**src/rtl/fix_float_pkg.sv**
```systemverilog
// fix_float_pkg: shared definitions for the fixed-to-float converter.
// Holds the controller state encoding, the parameter defaults and the
// exponent-bias / starting-exponent helpers.
package fix_float_pkg;

  localparam int DEF_IN_W     = 16;
  localparam int DEF_FRAC_W   = 8;
  localparam int DEF_EXP_W    = 5;
  localparam int DEF_MAN_W    = 10;
  localparam int DEF_ROUND_EN = 1;

  typedef enum logic [1:0] {
    ST_IDLE  = 2'd0,
    ST_NORM  = 2'd1,
    ST_ROUND = 2'd2,
    ST_DONE  = 2'd3
  } state_t;

  // IEEE-style exponent bias for an exp_w-bit exponent field.
  function automatic int exp_bias(input int exp_w);
    return (1 << (exp_w - 1)) - 1;
  endfunction

  // Biased exponent of a magnitude whose MSB (bit in_w-2) is the hidden
  // bit, i.e. the exponent before any normalisation shift.
  function automatic int start_exp(input int in_w, input int frac_w,
                                   input int exp_w);
    return exp_bias(exp_w) + (in_w - 2 - frac_w);
  endfunction

endpackage

```
**src/rtl/fp_round_rne.sv**
```systemverilog
// fp_round_rne: combinational mantissa rounding stage.
// Ports:
//   i_man  - truncated mantissa (hidden bit excluded)
//   i_grd  - bits below the mantissa (MSB = guard, rest = sticky)
//   i_exp  - biased exponent, widened to XW bits
//   o_man  - rounded mantissa (zero on carry-out)
//   o_exp  - rounded exponent, low EXP_W bits
//   o_ovf  - rounded exponent is at or above the all-ones code
module fp_round_rne #(
  parameter int MAN_W    = 10,
  parameter int LOW_W    = 4,
  parameter int EXP_W    = 5,
  parameter int XW       = 7,
  parameter int ROUND_EN = 1
) (
  input  logic [MAN_W-1:0] i_man,
  input  logic [LOW_W-1:0] i_grd,
  input  logic [XW-1:0]    i_exp,
  output logic [MAN_W-1:0] o_man,
  output logic [EXP_W-1:0] o_exp,
  output logic             o_ovf
);

  localparam logic [LOW_W-1:0] STICKY_MASK = {LOW_W{1'b1}} >> 1;
  localparam logic [XW-1:0]    EXP_MAX     = XW'((1 << EXP_W) - 1);

  logic           w_up;
  logic [MAN_W:0] w_sum;
  logic [XW-1:0]  w_exp;

  // Round-to-nearest-even decision, carry into the exponent, saturation flag.
  always_comb begin
    w_up  = 1'b0;
    w_sum = '0;
    w_exp = i_exp;
    if (ROUND_EN != 0) begin
      // Above half: guard set with any sticky bit; exact half: only if LSB odd.
      w_up = i_grd[LOW_W-1] & ((|(i_grd & STICKY_MASK)) | i_man[0]);
    end else begin
      w_up = 1'b0;
    end
    w_sum = {1'b0, i_man} + {{MAN_W{1'b0}}, w_up};
    // Carry-out means mantissa wrapped to zero: 1.111..1 + ulp = 10.000..0.
    w_exp = i_exp + {{(XW-1){1'b0}}, w_sum[MAN_W]};
    o_man = w_sum[MAN_W] ? {MAN_W{1'b0}} : w_sum[MAN_W-1:0];
    o_exp = w_exp[EXP_W-1:0];
    o_ovf = (w_exp >= EXP_MAX);
  end

endmodule

```
**src/rtl/fix_to_float_seq.sv**
```systemverilog
// fix_to_float_seq: sequential sign-magnitude fixed-point to float converter.
// Normalises one bit per clock, then rounds and registers the result.
// Ports:
//   clk    - clock, rising edge
//   reset  - asynchronous active-low reset
//   start  - conversion request, accepted in IDLE or DONE
//   din    - {sign, magnitude} operand
//   busy   - high while normalising or rounding
//   done   - result valid, held until the next accepted start
//   result - {sign, biased exponent, mantissa}
//   ovf    - result saturated to infinity
module fix_to_float_seq
  import fix_float_pkg::*;
#(
  parameter int IN_W     = DEF_IN_W,
  parameter int FRAC_W   = DEF_FRAC_W,
  parameter int EXP_W    = DEF_EXP_W,
  parameter int MAN_W    = DEF_MAN_W,
  parameter int ROUND_EN = DEF_ROUND_EN
) (
  input  logic                     clk,
  input  logic                     reset,
  input  logic                     start,
  input  logic [IN_W-1:0]          din,
  output logic                     busy,
  output logic                     done,
  output logic [EXP_W+MAN_W:0]     result,
  output logic                     ovf
);

  localparam int MAG_W = IN_W - 1;
  // Bits below the stored mantissa; must be at least 1.
  localparam int LOW_W = IN_W - 2 - MAN_W;
  // Two spare bits keep large start exponents from wrapping.
  localparam int XW    = EXP_W + 2;
  localparam logic [XW-1:0] EXP_INIT = XW'(start_exp(IN_W, FRAC_W, EXP_W));
  localparam logic [XW-1:0] EXP_ONE  = {{(XW-1){1'b0}}, 1'b1};

  state_t             r_state;
  logic               r_sgn;
  logic [MAG_W-1:0]   r_mag;
  logic [XW-1:0]      r_exp;
  logic               r_uflow;

  logic               w_mag_zero;
  logic [MAN_W-1:0]   w_rnd_man;
  logic [EXP_W-1:0]   w_rnd_exp;
  logic               w_rnd_ovf;

  assign w_mag_zero = (r_mag == {MAG_W{1'b0}});

  fp_round_rne #(
    .MAN_W    (MAN_W),
    .LOW_W    (LOW_W),
    .EXP_W    (EXP_W),
    .XW       (XW),
    .ROUND_EN (ROUND_EN)
  ) u_round (
    .i_man (r_mag[IN_W-3 -: MAN_W]),
    .i_grd (r_mag[LOW_W-1:0]),
    .i_exp (r_exp),
    .o_man (w_rnd_man),
    .o_exp (w_rnd_exp),
    .o_ovf (w_rnd_ovf)
  );

  // Controller: capture, one-bit-per-cycle normalisation, registered result.
  always_ff @(posedge clk or negedge reset) begin
    if (!reset) begin
      r_state <= ST_IDLE;
      r_sgn   <= 1'b0;
      r_mag   <= '0;
      r_exp   <= '0;
      r_uflow <= 1'b0;
      busy    <= 1'b0;
      done    <= 1'b0;
      result  <= '0;
      ovf     <= 1'b0;
    end else begin
      case (r_state)
        ST_IDLE, ST_DONE: begin
          if (start) begin
            r_sgn   <= din[IN_W-1];
            r_mag   <= din[IN_W-2:0];
            r_exp   <= EXP_INIT;
            r_uflow <= 1'b0;
            busy    <= 1'b1;
            done    <= 1'b0;
            r_state <= ST_NORM;
          end
        end
        ST_NORM: begin
          if (w_mag_zero || r_mag[MAG_W-1]) begin
            r_state <= ST_ROUND;
          end else begin
            r_mag <= {r_mag[MAG_W-2:0], 1'b0};
            // Underflow keeps shifting so latency stays lz+2; the flag
            // forces a signed zero at the end instead of a subnormal.
            if (r_uflow || (r_exp <= EXP_ONE)) begin
              r_uflow <= 1'b1;
            end else begin
              r_exp <= r_exp - EXP_ONE;
            end
          end
        end
        ST_ROUND: begin
          busy    <= 1'b0;
          done    <= 1'b1;
          r_state <= ST_DONE;
          if (w_mag_zero || r_uflow) begin
            result <= {r_sgn, {(EXP_W+MAN_W){1'b0}}};
            ovf    <= 1'b0;
          end else if (w_rnd_ovf) begin
            result <= {r_sgn, {EXP_W{1'b1}}, {MAN_W{1'b0}}};
            ovf    <= 1'b1;
          end else begin
            result <= {r_sgn, w_rnd_exp, w_rnd_man};
            ovf    <= 1'b0;
          end
        end
        default: begin
          r_state <= ST_IDLE;
          busy    <= 1'b0;
          done    <= 1'b0;
        end
      endcase
    end
  end

endmodule

```
**config.mk**
```make
export PLATFORM = sky130hd
export DESIGN_NAME = fix_to_float_seq
export DESIGN_NICKNAME = d
export VERILOG_FILES = /design/src/rtl/fix_float_pkg.sv /design/src/rtl/fp_round_rne.sv /design/src/rtl/fix_to_float_seq.sv
export SDC_FILE = /design/constraint.sdc
export NUM_CORES = 1
export LEC_CHECK = 0
export ABC_AREA = 1
export BUFFER_PORTS_ARGS = -buffer_cell sky130_fd_sc_hd__buf_2
export CORE_ASPECT_RATIO = 0.9
export CORE_MARGIN = 2
export CORE_UTILIZATION = 25
export CTS_CLUSTER_DIAMETER = 150
export DETAILED_ROUTE_END_ITERATION = 12
export GPL_TIMING_DRIVEN = 0
export PLACE_DENSITY = 0.37
export SLEW_MARGIN = 40
export SYNTH_ARGS = -nofsm -noshare
export SYNTH_HDL_FRONTEND = slang
export SYNTH_SLANG_ARGS = --single-unit
```
**constraint.sdc**
```tcl
create_clock -name clk -period 5.6 [get_ports clk]
set_input_delay 0.28 -clock clk [delete_from_list [all_inputs] [get_ports clk]]
set_output_delay 0.28 -clock clk [all_outputs]
set_load 0.05 [all_outputs]
```
; Word level (Yosys, flattened, before mapping)
; Cells that the tools add are included.
[classes]
addsub = 3
n_lt_le_gt_ge = 2
eq_ne = 8
muxes = 22
n_bitwise = 2
reduce_logical = 15
[ops]
columns = op, count
row1 = $mux W15, 4
row2 = $pmux W15 S2, 1
row3 = $mux W7, 3
row4 = $logic_not A15 Y1, 1
row5 = $pmux W7 S2, 1
row6 = $add A10 B1 Y11, 1
row7 = $mux W10, 1
row8 = $ne A2 B2 Y1 const B, 5
row9 = $reduce_and A4 Y1, 2
row10 = $add A7 B1 Y7, 1
row11 = $ge A7 B5 Y1 const B, 1
row12 = $le A7 B1 Y1 const B, 1
row13 = $sub A7 B1 Y7 const B, 1
row14 = $mux W1, 6
row15 = $pmux W1 S2, 3
row16 = $pmux W2 S3, 1
row17 = $reduce_and A2 Y1, 3
row18 = $eq A2 B2 Y1 const B, 2
row19 = $mux W2, 2
row20 = $reduce_bool A2 Y1, 2
row21 = $logic_or A1 B1 Y1, 3
row22 = $reduce_and A3 Y1, 1
row23 = $reduce_or A3 Y1, 1
row24 = $eq A2 B1 Y1 const B, 1
row25 = 4 further kinds, 4
[totals]
regBits = 45
in_bits = 19
word_cells = 61

; Longest topological paths before layout
[depth]
ltp_word = 8
depth_mapped = 19
mapped_depth_nobuf = 19

; By module
; Synthesis repeated with hierarchy kept, for this count alone.
[hier_totals]
hier_cells = 346
area_unflattened_um2 = 2697.6
[by_module_without_submodules]
columns = mod, n_inst, cells_each, area_per_inst_um2, seq_area_each_um2
row1 = fix_to_float_seq, 1, 262, 2282.2, 1126.1
row2 = fp_round_rne, 1, 84, 415.4, 0.0

; Worst setup path after synthesis
; No wires, ideal clock.
[synth_path]
path_type = flip-flop to flip-flop
from = register r_mag[3]
to = register result[0]
arrival_time_ns = 2.284
required_time_ns = 5.482
setup_slack_ns = 3.199
stages_incl_launch_ff = 19
n_path_buf = 0
period_less_slack_ns = 2.401
cell_sequence = dfrtp_1 nand2_1 inv_1 ha_1 nand3_1 nor2_1 nand4_1 nor2_2 ha_1 ha_1 nand2_1 o21bai_1 nand2_1 inv_1 nand3_1 nand2_2 clkinv_2 nand3_1 nand2_1
[synth_between]
elab_chain_len = 6
elab_cells_between_ends = 9
[synth_lines]
columns = element, line_no
row1 = from (decl), fix_to_float_seq.sv:41  ; logic [MAG_W-1:0] r_mag;
row2 = from (signal assigned), fix_to_float_seq.sv:84  ; r_mag <= din[IN_W-2:0];
row3 = from (signal assigned), fix_to_float_seq.sv:96  ; r_mag <= {r_mag[MAG_W-2:0], 1'b0};
row4 = $and A1 B1 Y1, fp_round_rne.sv:38  ; w_up = i_grd[LOW_W-1] & ((|(i_grd & STICKY_MASK)) | i_man[0]);
row5 = $add A10 B1 Y11, fp_round_rne.sv:42  ; w_sum = {1'b0, i_man} + {{MAN_W{1'b0}}, w_up};
row6 = $add A7 B1 Y7, fp_round_rne.sv:44  ; w_exp = i_exp + {{(XW-1){1'b0}}, w_sum[MAN_W]};
row7 = $ge A7 B5 Y1, fp_round_rne.sv:47  ; o_ovf = (w_exp >= EXP_MAX);
row8 = $mux W15, fix_to_float_seq.sv:113  ; end else if (w_rnd_ovf) begin
row9 = $mux W15 (*), fix_to_float_seq.sv:110  ; if (w_mag_zero || r_uflow) begin
row10 = to (signal assigned), fix_to_float_seq.sv:111  ; result <= {r_sgn, {(EXP_W+MAN_W){1'b0}}};
row11 = to (signal assigned), fix_to_float_seq.sv:114  ; result <= {r_sgn, {EXP_W{1'b1}}, {MAN_W{1'b0}}};
row12 = to (signal assigned), fix_to_float_seq.sv:117  ; result <= {r_sgn, w_rnd_exp, w_rnd_man};
row13 = to (decl), fix_to_float_seq.sv:27  ; output logic [EXP_W+MAN_W:0] result,
; Mark *: on every way between the ends. The rest lies on a longest branch, timed or not.
; A chain may end at the register's enable or synchronous reset.

; Worst setup path after layout
[layout_path]
from = register r_mag[3]
to = register result[13]
; Same word-level chain as after synthesis.

==> reports/qor.txt <==
Resize count post-CTS = 0
Syn nets = 409
Largest net degree at the start of global routing = 46
Clock share of power = 0.165
Least-Margin Pin Slew = 0.626 ns
Routed WL = 7470 um
CORE AREA = 10,700 um^2
Die X = 114 um
Logic gate share of total power = 0.564
R2r worst-path depth = 18
Switching power = 1.09 mW
Clock latency on the worst-skew pair = 0.29 ns
Drt via density = 4.46
Reg power frac = 0.271
Sw frac = 0.509
Fmax = 0.340 GHz
IO buf count = 37
CTS tree = built
Average cell area after synthesis = 7.10 um^2
Post-DP HPWL = 5440 um
Worst path max stage delay = 0.42 ns
Initial antenna violation count = 0
Crit path time final = 2.94 ns
First-pass GRT wire length = 12,500 um
GRT overflow = 0
Synth Cell Area = 2710 um^2
TritonCTS Buffers = 5
Via count = 2,495
Setup Skew = 0.00581 ns
Final Hold Viols = 0
GP Congestion = 0.775
Status = complete, no violations
CP Class = reg2reg
Stages on the worst setup path = 18
Slowest stage cell on the critical path = dfrtp_1
Antenna Cells = 0
Headroom to the max-slew limit = 0.582
Syn-to-layout area delta = 19.6%
Sink Count = 45
DR iter-0 viols = 120
Total power draw = 2.14 mW
Post-layout util = 0.304
Num ports = 38
Most frequent cells in the layout = 164 x nand2_1, 45 x buf_2, 45 x dfrtp_1
Internal = 1.05 mW
Crit path capture type = flop
Routed len/inst = 13.3 um
Row cnt = 36
Worst min path class = in2async
Setup TNS = 0 ns
Post-place setup slack = 2.64 ns
Effective utilization at floorplan = 0.254
Routed Antenna Nets = 0
Synth unique cells = 23
Share of cells above drive strength 1 = 0.173
Chip height = 103 um
Critical path cell sequence = nand2_1, inv_1, ha_1, nand3_1, nor2_1, nand4_1, nor2_2, ha_1, ha_1, nand2_1, nor2_2, nand2_1, nand2_1, nand2_1, nor2_2, nand2_2, nand2_2, nand3_1
Max VDD drop = 252 uV
Delay-heaviest family, CP = simple AND/OR/NAND/NOR gates
Worst r2r dst = result[13]$_DFFE_PN0P_
Commonest non-fill, non-tap cell in the layout = nand2_1
First-pass iteration count of the detailed router = 4
Syn Inst Count = 382
Setup-failing EPs final = 0
Clk buf depth = 2
DRC = 0
Number of global-route vias before repair = 2,380
Static Leak = 1.76 nW
CP Launch Point = r_mag[3]$_DFFE_PN0P_
Max FO, Critical Path = 6
Setup ws final = 2.66 ns
Sequential area share after synthesis = 0.415
Worst flop-to-flop path startpoint = r_mag[3]$_DFFE_PN0P_
R2r setup slk = 2.66 ns
GR Util All Layers = 0.138
Setup crit start kind = flop
Critical path data required time = 5.77 ns
CTS Root Cell = clkbuf_16
Crit path to = result[13]$_DFFE_PN0P_
RSZ-0062 raised after global routing = false
Bufs and invs on worst path = 1
Ys Warns = 0
Pwr/cell area = 661 nW/um^2
Die area = 11,700 um^2
Cell mode on critical path = nand2_1
Final Max Tran Viols = 0
# hold bufs at CTS = 0
Hold Slack = 0.0118 ns
Max_cap viols = 0
CP Data Arrival Time = 3.11 ns
Yosys reg bits = 45
Setup Fix Bufs, Post-CTS = 0
Final net count = 453
CTS clk-pin slew, worst paths = 0.07 ns
Final period utilization = 0.525
H-tree levels = 2
state kept, by name, indices dropped and copies added (netlist names):
signal	cells
result	16
r_mag	15
r_exp	7
r_state	2
busy	1
done	1
ovf	1
r_sgn	1
r_uflow	1
layer usage:
| layer | track usage | wire length, um |
|---|---|---|
| met1 | 0.211 | 4010 |
| met2 | 0.198 | 3110 |
| met3 | 0.0282 | 280 |
| met4 | 0.0356 | 64 |
| met5 | 0 | 0 |
synthesized netlist by cell type:
cell	count	area share
nor2_1	29	0.040
o21bai_1	1	0.0028
nand2_2	5	0.012
nor3_1	2	0.0037
nand2_1	164	0.23
nand3_1	22	0.041
xor2_1	6	0.019
clkbuf_1	5	0.0069
o21ai_0	11	0.020
buf_6	1	0.0042
nand2_4	2	0.0083
dfrtp_1	45	0.42
ha_1	8	0.037
nand3_4	2	0.013
clkinv_1	1	0.0014
buf_2	9	0.017
xnor2_1	1	0.0032
a21oi_1	4	0.0074
inv_1	28	0.039
or2_2	4	0.0092
clkinv_2	1	0.0018
nand4_1	26	0.060
nor2_2	5	0.012
power by group through the flow:
stage	combinational, mW	clock (mW)	sequential [mW]
finish	1.21	0.353	0.580
global route	1.38	0.377	0.606
CTS	1.23	0.369	0.580
detailed placement	1.23	0	0.586
global placement	1.22	0	0.584
floorplan	0.752	0	0.735
cell families (layout without fill, tap and decap cells):
kind of cell | Yosys count | count (layout) | synth area share
simple gates | 261 | 261 | 0.425
flops | 45 | 45 | 0.415
xor+xnor | 7 | 7 | 0.0226
fa+ha+maj | 8 | 8 | 0.0369
compound gates | 16 | 16 | 0.0305
buf+inv | 45 | 90 | 0.0697
how the worst min path moves through the flow:
stage | start | endpoint | slack [ns] | cells past startpoint
after CTS | reset | result[13]$_DFFE_PN0P_ | 0.05 | 1
final | reset | r_exp[6]$_DFFE_PN0P_ | 0.01 | 1
after global routing | reset | result[13]$_DFFE_PN0P_ | 0.07 | 1
after global placement | result[6]$_DFFE_PN0P_ | result[6]$_DFFE_PN0P_ | 0.46 | 2
after detailed placement | reset | r_exp[6]$_DFFE_PN0P_ | 0.36 | 1
after floorplan | reset | busy$_DFFE_PN0P_ | -0.02 | 0
through the flow:
step / instances / area, um^2
after floorplan: 382 / 2710
after global placement: 552 / 3060
after detailed placement: 552 / 3070
after CTS: 560 / 3240
after global routing: 560 / 3240
final: 560 / 3240
area by class of cell:
cell class	instances	area, um^2
inverters	30	114
well taps	133	166
clock inverters	2	37.5
flip-flops and latches	45	1130
plain buffers	15	75.1
clock buffers	6	139
multi-input cells	292	1400
fillers	1192	7430
repair buffers	37	188
Note: power is estimated with default switching activity, not from simulation.
